## config.mk

```make
export PLATFORM = sky130hd
export DESIGN_NAME = bcd_up_accumulator
export DESIGN_NICKNAME = d
export VERILOG_FILES = /design/src/rtl/bcd_up_accumulator.sv
export SDC_FILE = /design/constraint.sdc
export NUM_CORES = 1
export LEC_CHECK = 0
export BUFFER_PORTS_ARGS = -buffer_cell sky130_fd_sc_hd__buf_2
export CELL_PAD_IN_SITES_DETAIL_PLACEMENT = 1
export CELL_PAD_IN_SITES_GLOBAL_PLACEMENT = 1
export CORE_MARGIN = 2
export CORE_UTILIZATION = 46
export CTS_BUF_LIST = sky130_fd_sc_hd__clkbuf_8
export DETAILED_ROUTE_END_ITERATION = 7
export PLACE_DENSITY = 0.95
export SLEW_MARGIN = 5
export SYNTH_ARGS = -nofsm -noshare
export SYNTH_HDL_FRONTEND = slang
export SYNTH_SLANG_ARGS = --single-unit
```

## constraint.sdc

```tcl
create_clock -name clk -period 5.8 [get_ports clk]
set_input_delay 0.29 -clock clk [delete_from_list [all_inputs] [get_ports clk]]
set_output_delay 0.29 -clock clk [all_outputs]
set_load 0.01 [all_outputs]
```

## src/rtl/bcd_up_accumulator.sv

```systemverilog
// Multi-digit BCD up-accumulator: adds a BCD operand to the count one digit per clock, LSD first.
// Define BCD_ACC_SATURATE_EN to saturate the count at all 9s on MSD carry-out instead of wrapping.
module bcd_up_accumulator #(
  parameter int DIGITS = 4
) (
  input  logic                  clk,
  input  logic                  resetN,
  input  logic                  loadN,
  input  logic                  reset_counter,
  input  logic [4*DIGITS-1:0]   datain,
  input  logic                  add_valid,
  input  logic [4*DIGITS-1:0]   add_value,
  output logic                  add_ready,
  output logic                  add_done,
  output logic [4*DIGITS-1:0]   count,
  output logic                  overflow,
  output logic                  tc
);

  localparam int W     = 4 * DIGITS;
  localparam int IDX_W = (DIGITS > 1) ? $clog2(DIGITS) : 1;
  localparam logic [IDX_W-1:0] LAST_IDX  = IDX_W'(DIGITS - 1);
  localparam logic [W-1:0]     ALL_NINES = {DIGITS{4'h9}};
`ifdef BCD_ACC_SATURATE_EN
  localparam bit SAT_EN = 1'b1;
`else
  localparam bit SAT_EN = 1'b0;
`endif

  typedef enum logic [1:0] {IDLE, ADD, DONE} state_t;

  state_t           state_q;
  logic [IDX_W-1:0] idx_q;
  logic             carry_q;
  logic             done_q;
  logic             overflow_q;
  logic [W-1:0]     count_q;
  logic [W-1:0]     op_q;
  logic [4:0]       dsum;
  logic [W-1:0]     count_nxt;
  logic             at_msd;

  function automatic logic [3:0] clamp_digit(input logic [3:0] d);
    return (d > 4'd9) ? 4'd9 : d;
  endfunction

  function automatic logic [W-1:0] clamp_operand(input logic [W-1:0] v);
    logic [W-1:0] r;
    r = '0;
    for (int i = 0; i < DIGITS; i++) r[4*i +: 4] = clamp_digit(v[4*i +: 4]);
    return r;
  endfunction

  // Returns {carry_out, digit}.
  function automatic logic [4:0] bcd_digit_add(input logic [3:0] a, input logic [3:0] b,
                                               input logic cin);
    logic [4:0] s;
    s = {1'b0, a} + {1'b0, b} + {4'b0000, cin};
    return (s > 5'd9) ? {1'b1, 4'(s - 5'd10)} : {1'b0, s[3:0]};
  endfunction

  function automatic logic [W-1:0] saturate_count(input logic [W-1:0] c, input logic cout);
    return (SAT_EN && cout) ? ALL_NINES : c;
  endfunction

  // Digit datapath: current digit plus operand digit plus ripple carry
  always_comb begin
    dsum      = bcd_digit_add(count_q[4*int'(idx_q) +: 4], op_q[4*int'(idx_q) +: 4], carry_q);
    at_msd    = (idx_q == LAST_IDX);
    count_nxt = count_q;
    count_nxt[4*int'(idx_q) +: 4] = dsum[3:0];
    if (at_msd) count_nxt = saturate_count(count_nxt, dsum[4]);
  end

  always_ff @(posedge clk) begin
    if (add_ready && add_valid) op_q <= clamp_operand(add_value);
  end

  always_ff @(posedge clk or negedge resetN) begin
    if (!resetN) begin
      state_q    <= IDLE;
      idx_q      <= '0;
      carry_q    <= 1'b0;
      done_q     <= 1'b0;
      overflow_q <= 1'b0;
      count_q    <= '0;
    end else if (!loadN) begin
      count_q <= datain;
      state_q <= IDLE;
      idx_q   <= '0;
      carry_q <= 1'b0;
      done_q  <= 1'b0;
    end else if (reset_counter) begin
      count_q    <= '0;
      overflow_q <= 1'b0;
      state_q    <= IDLE;
      idx_q      <= '0;
      carry_q    <= 1'b0;
      done_q     <= 1'b0;
    end else begin
      case (state_q)
        IDLE: begin
          done_q <= 1'b0;
          if (add_valid) begin
            carry_q <= 1'b0;
            idx_q   <= '0;
            state_q <= ADD;
          end
        end
        ADD: begin
          count_q <= count_nxt;
          carry_q <= dsum[4];
          if (at_msd) begin
            state_q <= DONE;
            done_q  <= 1'b1;
            if (dsum[4]) overflow_q <= 1'b1;
          end else begin
            idx_q <= idx_q + 1'b1;
          end
        end
        DONE: begin
          done_q  <= 1'b0;
          state_q <= IDLE;
        end
        default: begin
          done_q  <= 1'b0;
          state_q <= IDLE;
        end
      endcase
    end
  end

  assign add_ready = (state_q == IDLE);
  assign add_done  = done_q;
  assign count     = count_q;
  assign overflow  = overflow_q;
  assign tc        = (count_q == ALL_NINES);

endmodule

```

==> impl_metrics.csv, run 1 <==
group,metric,value,unit
run_status,status,"complete, no violations",
critical_path,slowest_stage,"dfrtp_1",
timing,slew_violations,0,
clock_tree,cts-hold-fix-buffers,1,
global_route,grt_max_degree,24,
clock_tree,ctsHtreeMaxLevel,2,
timing,setup_tns,0,ns
global_route,grt_pass1_wl,10.7,mm
clock_tree,cts-root-buf,"clkbuf_8",
worst_hold_path,min_path_type,"primary input to register",
finish,fin_util,0.575,
finish,fin_nets,299,
logic_synthesis,synth_top_cell_by_area,"dfrtp_1",
logic_synthesis,ys.warnings.count,0,
die,die_x,73.8,um
placed_design,place_area,2570,sq um
finish,layout.cells.non_filler,319,
global_route,grt_pass1_vias,2062,
logic_synthesis,synth_cell_type_count,44,
flow_run,maxCapViolCount,0,
pwr,peakVddDrop,0.000182,V
logic_synthesis,avgSynthCellArea,11.4,sq um
timing,setup_viol,0,
critical_path,path_class,"register to register",
timing,tightest_slew,0.814,ns
timing,hold_viol_final,0,
route,dr.pass1.iters,4,
logic_synthesis,synth_cells,196,
clock_tree,clkLatencyLatePin,0.30,ns
die,row_count,25,
clock_tree,clk_pin_slew_worst_paths,0.09,ns
critical_path,crit_chain,"mux4_2 > fa_1 > fa_1 > xnor2_1 > ha_1 > nor2b_1 > a31o_4 > nor3_1 > o21ai_0 > nand3_1 > a21oi_1",
route,routed_wirelength,6.93,mm
placed_design,place.port_buffers,56,
route,antenna_left,0,
critical_path,cpPeakStageDelay,0.78,ns
critical_path,crit_path_end_kind,"register",
finish,diodes,0,
global_route,grt_overflow,0,
timing,rsz0062_at_grt,"false",
logic_synthesis,synth_edf_count,16,
route,drt_iter0_drc,110,
logic_synthesis,yosys-top-cells-area,"dfrtp_1 26%, edfxtp_1 21%, mux4_2 8.0%, ha_1 5.0%, nor2b_1 5.0%",
route,via_count,1908,
logic_synthesis,syn-cell-area,2240,sq um
timing,maxSlewHeadroom,0.453,
finish,final_area,2710,sq um
critical_path,critPathArrivalTime,4.47,ns
finish,drive_above_1_share,0.321,
logic_synthesis,ys_ff_latch,39,
clock_tree,cts_resized,0,
logic_synthesis,ys_async_sr_fraction,0.590,
route,drcViolationCount,0,
pwr,leakagePower,1.16,nW
critical_path,start_kind,"register",
logic_synthesis,seq_area_frac_synth,0.471,
route,viasPerCell,5.98,
timing,skew,0.0114,ns
die,die_y,73.8,um
finish,area_delta_synth_final,21.0,%
placed_design,dp_slack,1.64,ns
placed_design,hpwl,5.10,mm
global_route,grt_usage,0.271,
clock_tree,clkSinkCount,39,
placed_design,dp.cells,310,
critical_path,crit_top_cell,"fa_1",
die,design.die.area,5450,sq um
timing,fin_crit,4.25,ns
critical_path,crit_fanout,14,
die,io_pins,57,
global_route,antenna_found_initial,0,
route,wl_per_cell,21.7,um
logic_synthesis,synthTopCellsByCount,"23 x dfrtp_1, 18 x nor2b_1, 16 x edfxtp_1, 16 x nor2_1, 15 x a21oi_1",
logic_synthesis,synth_top_cell_area_share,0.257,
critical_path,critPathRequiredTime,6.02,ns
pwr,power,0.845,mW
logic_synthesis,synth_top_flop_cell,"dfrtp_1",
clock_tree,numCtsBuffers,5,
clock_tree,clockBufferDepth,2,
logic_synthesis,synth_most_common_cell,"dfrtp_1",
die,initial_core_util,0.475,
timing,finalCritPeriodShare,0.733,
timing,fin_ws,1.55,ns
clock_tree,cts_setup_buffers,0,
logic_synthesis,synthesis.nets,244,
placed_design,routabilityCongestion,0.849,
clock_tree,cts_tree,"built",
timing,timing.hold.ws,0.196,ns
die,fp.coreArea,4720,sq um
timing,max_freq,235,MHz
pwr,powerDensity,311,nW/um^2
==> kinds of logic (layout without fill, tap and decap cells) <==
family                   count (synthesis)  in the layout  synth area share
flip-flops                              39             39             0.471
buffers and inverters                   15             71            0.0257
multiplexers                            10             10            0.0898
AND/OR/NAND/NOR                         71             71             0.174
adder cells (fa/ha/maj)                 11             11            0.0681
AO/OA/AOI/OAI                           49             49             0.167
XOR/XNOR                                 1              1           0.00391
==> critical path: cells and delay by family (launching register included) <==
kind,cells,cell delay [ns]
and+or+nand+nor,3,0.44
AOI/OAI and AO/OA,3,0.81
xor gates and xnor gates,1,0.35
muxes,1,0.60
adders and majority gates,3,1.21
DFF,1,0.78
==> sequential cells by signal, summed over array words and instances (netlist names) <==
name      cells
carry_q       1
overflow      1
add_done      1
count        16
state_q       2
idx_q         2
op_q         16
==> power by group <==
part | total (mW) | switching [mW] | internal [mW] | leakage [nW]
Sequential | 0.330 | 0.0212 | 0.309 | 0.452
Combinational | 0.245 | 0.144 | 0.101 | 0.639
Clock | 0.270 | 0.0997 | 0.170 | 0.0695
==> routing by layer <==
layer | track usage | part of all wire | vias to the layer above
li1 | - | - | 840
met1 | 0.343 | 0.39 | 957
met2 | 0.459 | 0.51 | 98
met3 | 0.0549 | 0.077 | 13
met4 | 0.0990 | 0.023 | 0
met5 | 0 | 0 | -
==> final timing paths <==
kind                       depth (start not counted)            startpoint                    end  slack, ns
setup / recovery                                  11  idx_q[0]$_DFFE_PN0P_  count[13]$_DFFE_PN0P_       1.55
hold / removal                                     2         reset_counter   overflow$_DFFE_PN0P_       0.20
setup reg to reg                                  11  idx_q[0]$_DFFE_PN0P_  count[13]$_DFFE_PN0P_       1.55
hold reg to reg                                    2  add_done$_DFFE_PN0P_   add_done$_DFFE_PN0P_       0.57
max in group asynchronous                          2                resetN  count[12]$_DFFE_PN0P_       4.93
min in group asynchronous                          2                resetN   count[1]$_DFFE_PN0P_       0.49
==> final cells by class <==
| cell class | instances | area [sq um] |
|---|---|---|
| Clock buffer | 5 | 68.8 |
| Clock inverter | 3 | 63.8 |
| Fill cell | 526 | 2010 |
| Inverter | 6 | 22.5 |
| Multi-Input combinational cell | 142 | 1130 |
| Sequential cell | 39 | 1060 |
| Tap cell | 67 | 83.8 |
| Timing Repair Buffer | 57 | 290 |
==> placed cells by master (no fill, tap or decap), types with 2 or more instances in the layout <==
| cell | netlist | layout |
|---|---|---|
| nand2b_1 | 7 | 7 |
| edfxtp_1 | 16 | 16 |
| a31o_2 | 2 | 2 |
| a221o_1 | 4 | 4 |
| nor4b_1 | 2 | 2 |
| bufinv_16 | 0 | 2 |
| a22o_1 | 2 | 2 |
| o21ai_0 | 8 | 8 |
| fa_1 | 2 | 2 |
| inv_1 | 6 | 7 |
| nor4_1 | 2 | 2 |
| nand2_1 | 8 | 8 |
| nor3_1 | 3 | 3 |
| a22oi_1 | 7 | 7 |
| nor2_1 | 16 | 16 |
| dfrtp_1 | 23 | 23 |
| clkbuf_8 | 0 | 5 |
| ha_1 | 9 | 9 |
| mux4_2 | 8 | 8 |
| a21oi_1 | 15 | 15 |
| nand3_1 | 6 | 6 |
| and2_1 | 2 | 2 |
| buf_2 | 1 | 56 |
| nor2b_1 | 18 | 18 |
No activity file was read; power rests on OpenSTA's default activity.
==> inputs of run 2 (changes only) <==
Settings changed: CORE_UTILIZATION 46 to 39, PLACE_DENSITY 0.95 to 0.88.
Clock period 5.8 ns to 3.65 ns, I/O delays scaled along.
==> run 2 against run 1 <==
Compared with the run above:
- first-iteration DRC count is 4.5% higher
- fmax is 20% higher
- power is 62% higher
- die area is 17% higher
- critical path depth is 1 higher
==> impl_metrics.csv, run 2 (same netlist as run 1, synthesis figures left out) <==
group,metric,value,unit
route,drcViolationCount,0,
die,io_pins,57,
die,die_y,79.8,um
critical_path,cp_top_family,"compound AO/OA/AOI/OAI gates",
global_route,antenna_found_initial,0,
flow_run,maxCapViolCount,0,
pwr,leakagePower,1.18,nW
global_route,grt_max_degree,24,
die,fp.coreArea,5540,sq um
clock_tree,numCtsBuffers,5,
route,via_count,1869,
clock_tree,ctsHtreeMaxLevel,2,
timing,max_freq,283,MHz
critical_path,cpPeakStageDelay,0.59,ns
critical_path,crit_top_cell,"buf_4",
clock_tree,clkLatencyLatePin,0.30,ns
placed_design,routabilityCongestion,0.962,
timing,timing.hold.ws,0.0697,ns
global_route,grt_usage,0.219,
route,drt_iter0_drc,115,
critical_path,crit_path_end_kind,"register",
global_route,grt_pass1_wl,10.2,mm
clock_tree,clk_pin_slew_worst_paths,0.07,ns
worst_hold_path,min_path_type,"primary input to register",
timing,tightest_slew,0.824,ns
critical_path,crit_fanout,11,
critical_path,critPathRequiredTime,3.83,ns
clock_tree,cts_tree,"built",
placed_design,dp.cells,318,
clock_tree,clockBufferDepth,2,
route,routed_wirelength,6.67,mm
global_route,grt_overflow,0,
route,wl_met1,2.59,mm
route,top_layer,"met4",
timing,finalCritPeriodShare,0.968,
route,antenna_left,0,
critical_path,crit_chain,"buf_4 > buf_4 > mux4_2 > fa_2 > inv_1 > ha_1 > nor2b_1 > a31o_4 > a2111oi_4 > a21oi_2 > a221oi_2 > nor2_1",
pwr,peakVddDrop,0.000197,V
clock_tree,cts-root-buf,"clkbuf_8",
critical_path,critPathArrivalTime,3.71,ns
critical_path,slowest_stage,"mux4_2",
route,dr.pass1.iters,4,
die,initial_core_util,0.405,
die,design.die.area,6370,sq um
pwr,powerDensity,496,nW/um^2
timing,setup_viol,0,
timing,maxSlewHeadroom,0.446,
clock_tree,clkSinkCount,39,
finish,layout.cells.non_filler,329,
finish,diodes,0,
finish,final_cell_mix,"56 x buf_2, 22 x dfrtp_1, 18 x nor2b_1",
finish,area_delta_synth_final,23.4,%
run_status,status,"complete, no violations",
timing,skew,0.00992,ns
critical_path,path_class,"register to register",
route,wl_met2,3.44,mm
finish,drive_above_1_share,0.350,
critical_path,start_kind,"register",
placed_design,place.port_buffers,56,
timing,slew_violations,0,
critical_path,path_buf_inv,3,
placed_design,hpwl,4.82,mm
route,routed-wl-met3,415,um
finish,fin_nets,304,
route,wl_per_cell,20.3,um
finish,final_common_cell,"buf_2",
route,viasPerCell,5.68,
die,die_x,79.8,um
timing,hold_viol_final,0,
die,row_count,27,
global_route,grt_pass1_vias,1979,
timing,fin_crit,3.53,ns
run 2: cell count changes in the layout (fill, tap and decap cells not counted):
cell     change
o21ai_0      -1
mux2i_2      +1
fa_2         +2
dfrtp_2      +1
o21ai_1      +1
dfrtp_1      -1
fa_1         -2
mux2i_1      -1
buf_4        +5
run 2: layout make-up:
class / instances / area [sq um]
Sequential cell: 39 / 1060
Clock buffer: 5 / 68.8
Multi-Input combinational cell: 142 / 1140
Timing Repair Buffer: 62 / 328
Clock inverter: 3 / 63.8
Tap cell: 72 / 90.1
Fill cell: 630 / 2770
Inverter: 6 / 22.5
run 2: repair_timing:
| item | in CTS | in global routing |
|---|---|---|
| pin swaps | 0 | 0 |
| gates resized for setup | 2 | 3 |
| setup buffers | 0 | 2 |
| hold buffers | 1 | 0 |
| endpoints found under the setup margin | 5 | 12 |
| hold endpoints to repair | 23 | 0 |
run 2: stage by stage:
stage	setup TNS [ns]	util	power (mW)	instance area, sq um	setup slack [ns]
3_5_place_dp	0	0.469	0.907	2600	0.0417
2_1_floorplan	0	-	0.777	2240	0.0316
6_report	0	0.500	1.37	2770	0.119
3_3_place_gp	0	0.469	0.889	2600	0.142
5_1_grt	-0.0177	0.500	1.43	2770	-0.0177
4_1_cts	0	0.496	1.36	2750	0.0561
run 2: where the power goes:
group / total (mW) / internal [mW] / switching (mW)
combinational: 0.417 / 0.176 / 0.241
sequential: 0.521 / 0.490 / 0.0307
clock: 0.434 / 0.271 / 0.163
total: 1.37 / 0.938 / 0.434
run 2: worst paths after layout:
kind / cells past startpoint / from / to / slack [ns]
max: 12 / idx_q[0]$_DFFE_PN0P_ / count[15]$_DFFE_PN0P_ / 0.12
min: 2 / reset_counter / overflow$_DFFE_PN0P_ / 0.07
max reg2reg: 12 / idx_q[0]$_DFFE_PN0P_ / count[15]$_DFFE_PN0P_ / 0.12
min reg2reg: 2 / overflow$_DFFE_PN0P_ / overflow$_DFFE_PN0P_ / 0.54
max in group asynchronous: 2 / resetN / idx_q[0]$_DFFE_PN0P_ / 2.84
min in group asynchronous: 2 / resetN / count[0]$_DFFE_PN0P_ / 0.40
run 2: per-layer routing:
| metal | global-route usage | vias to the layer above |
|---|---|---|
| met5 | 0 | - |
| li1 | - | 852 |
| met3 | 0.0566 | 19 |
| met4 | 0.100 | 0 |
| met1 | 0.258 | 928 |
| met2 | 0.376 | 70 |
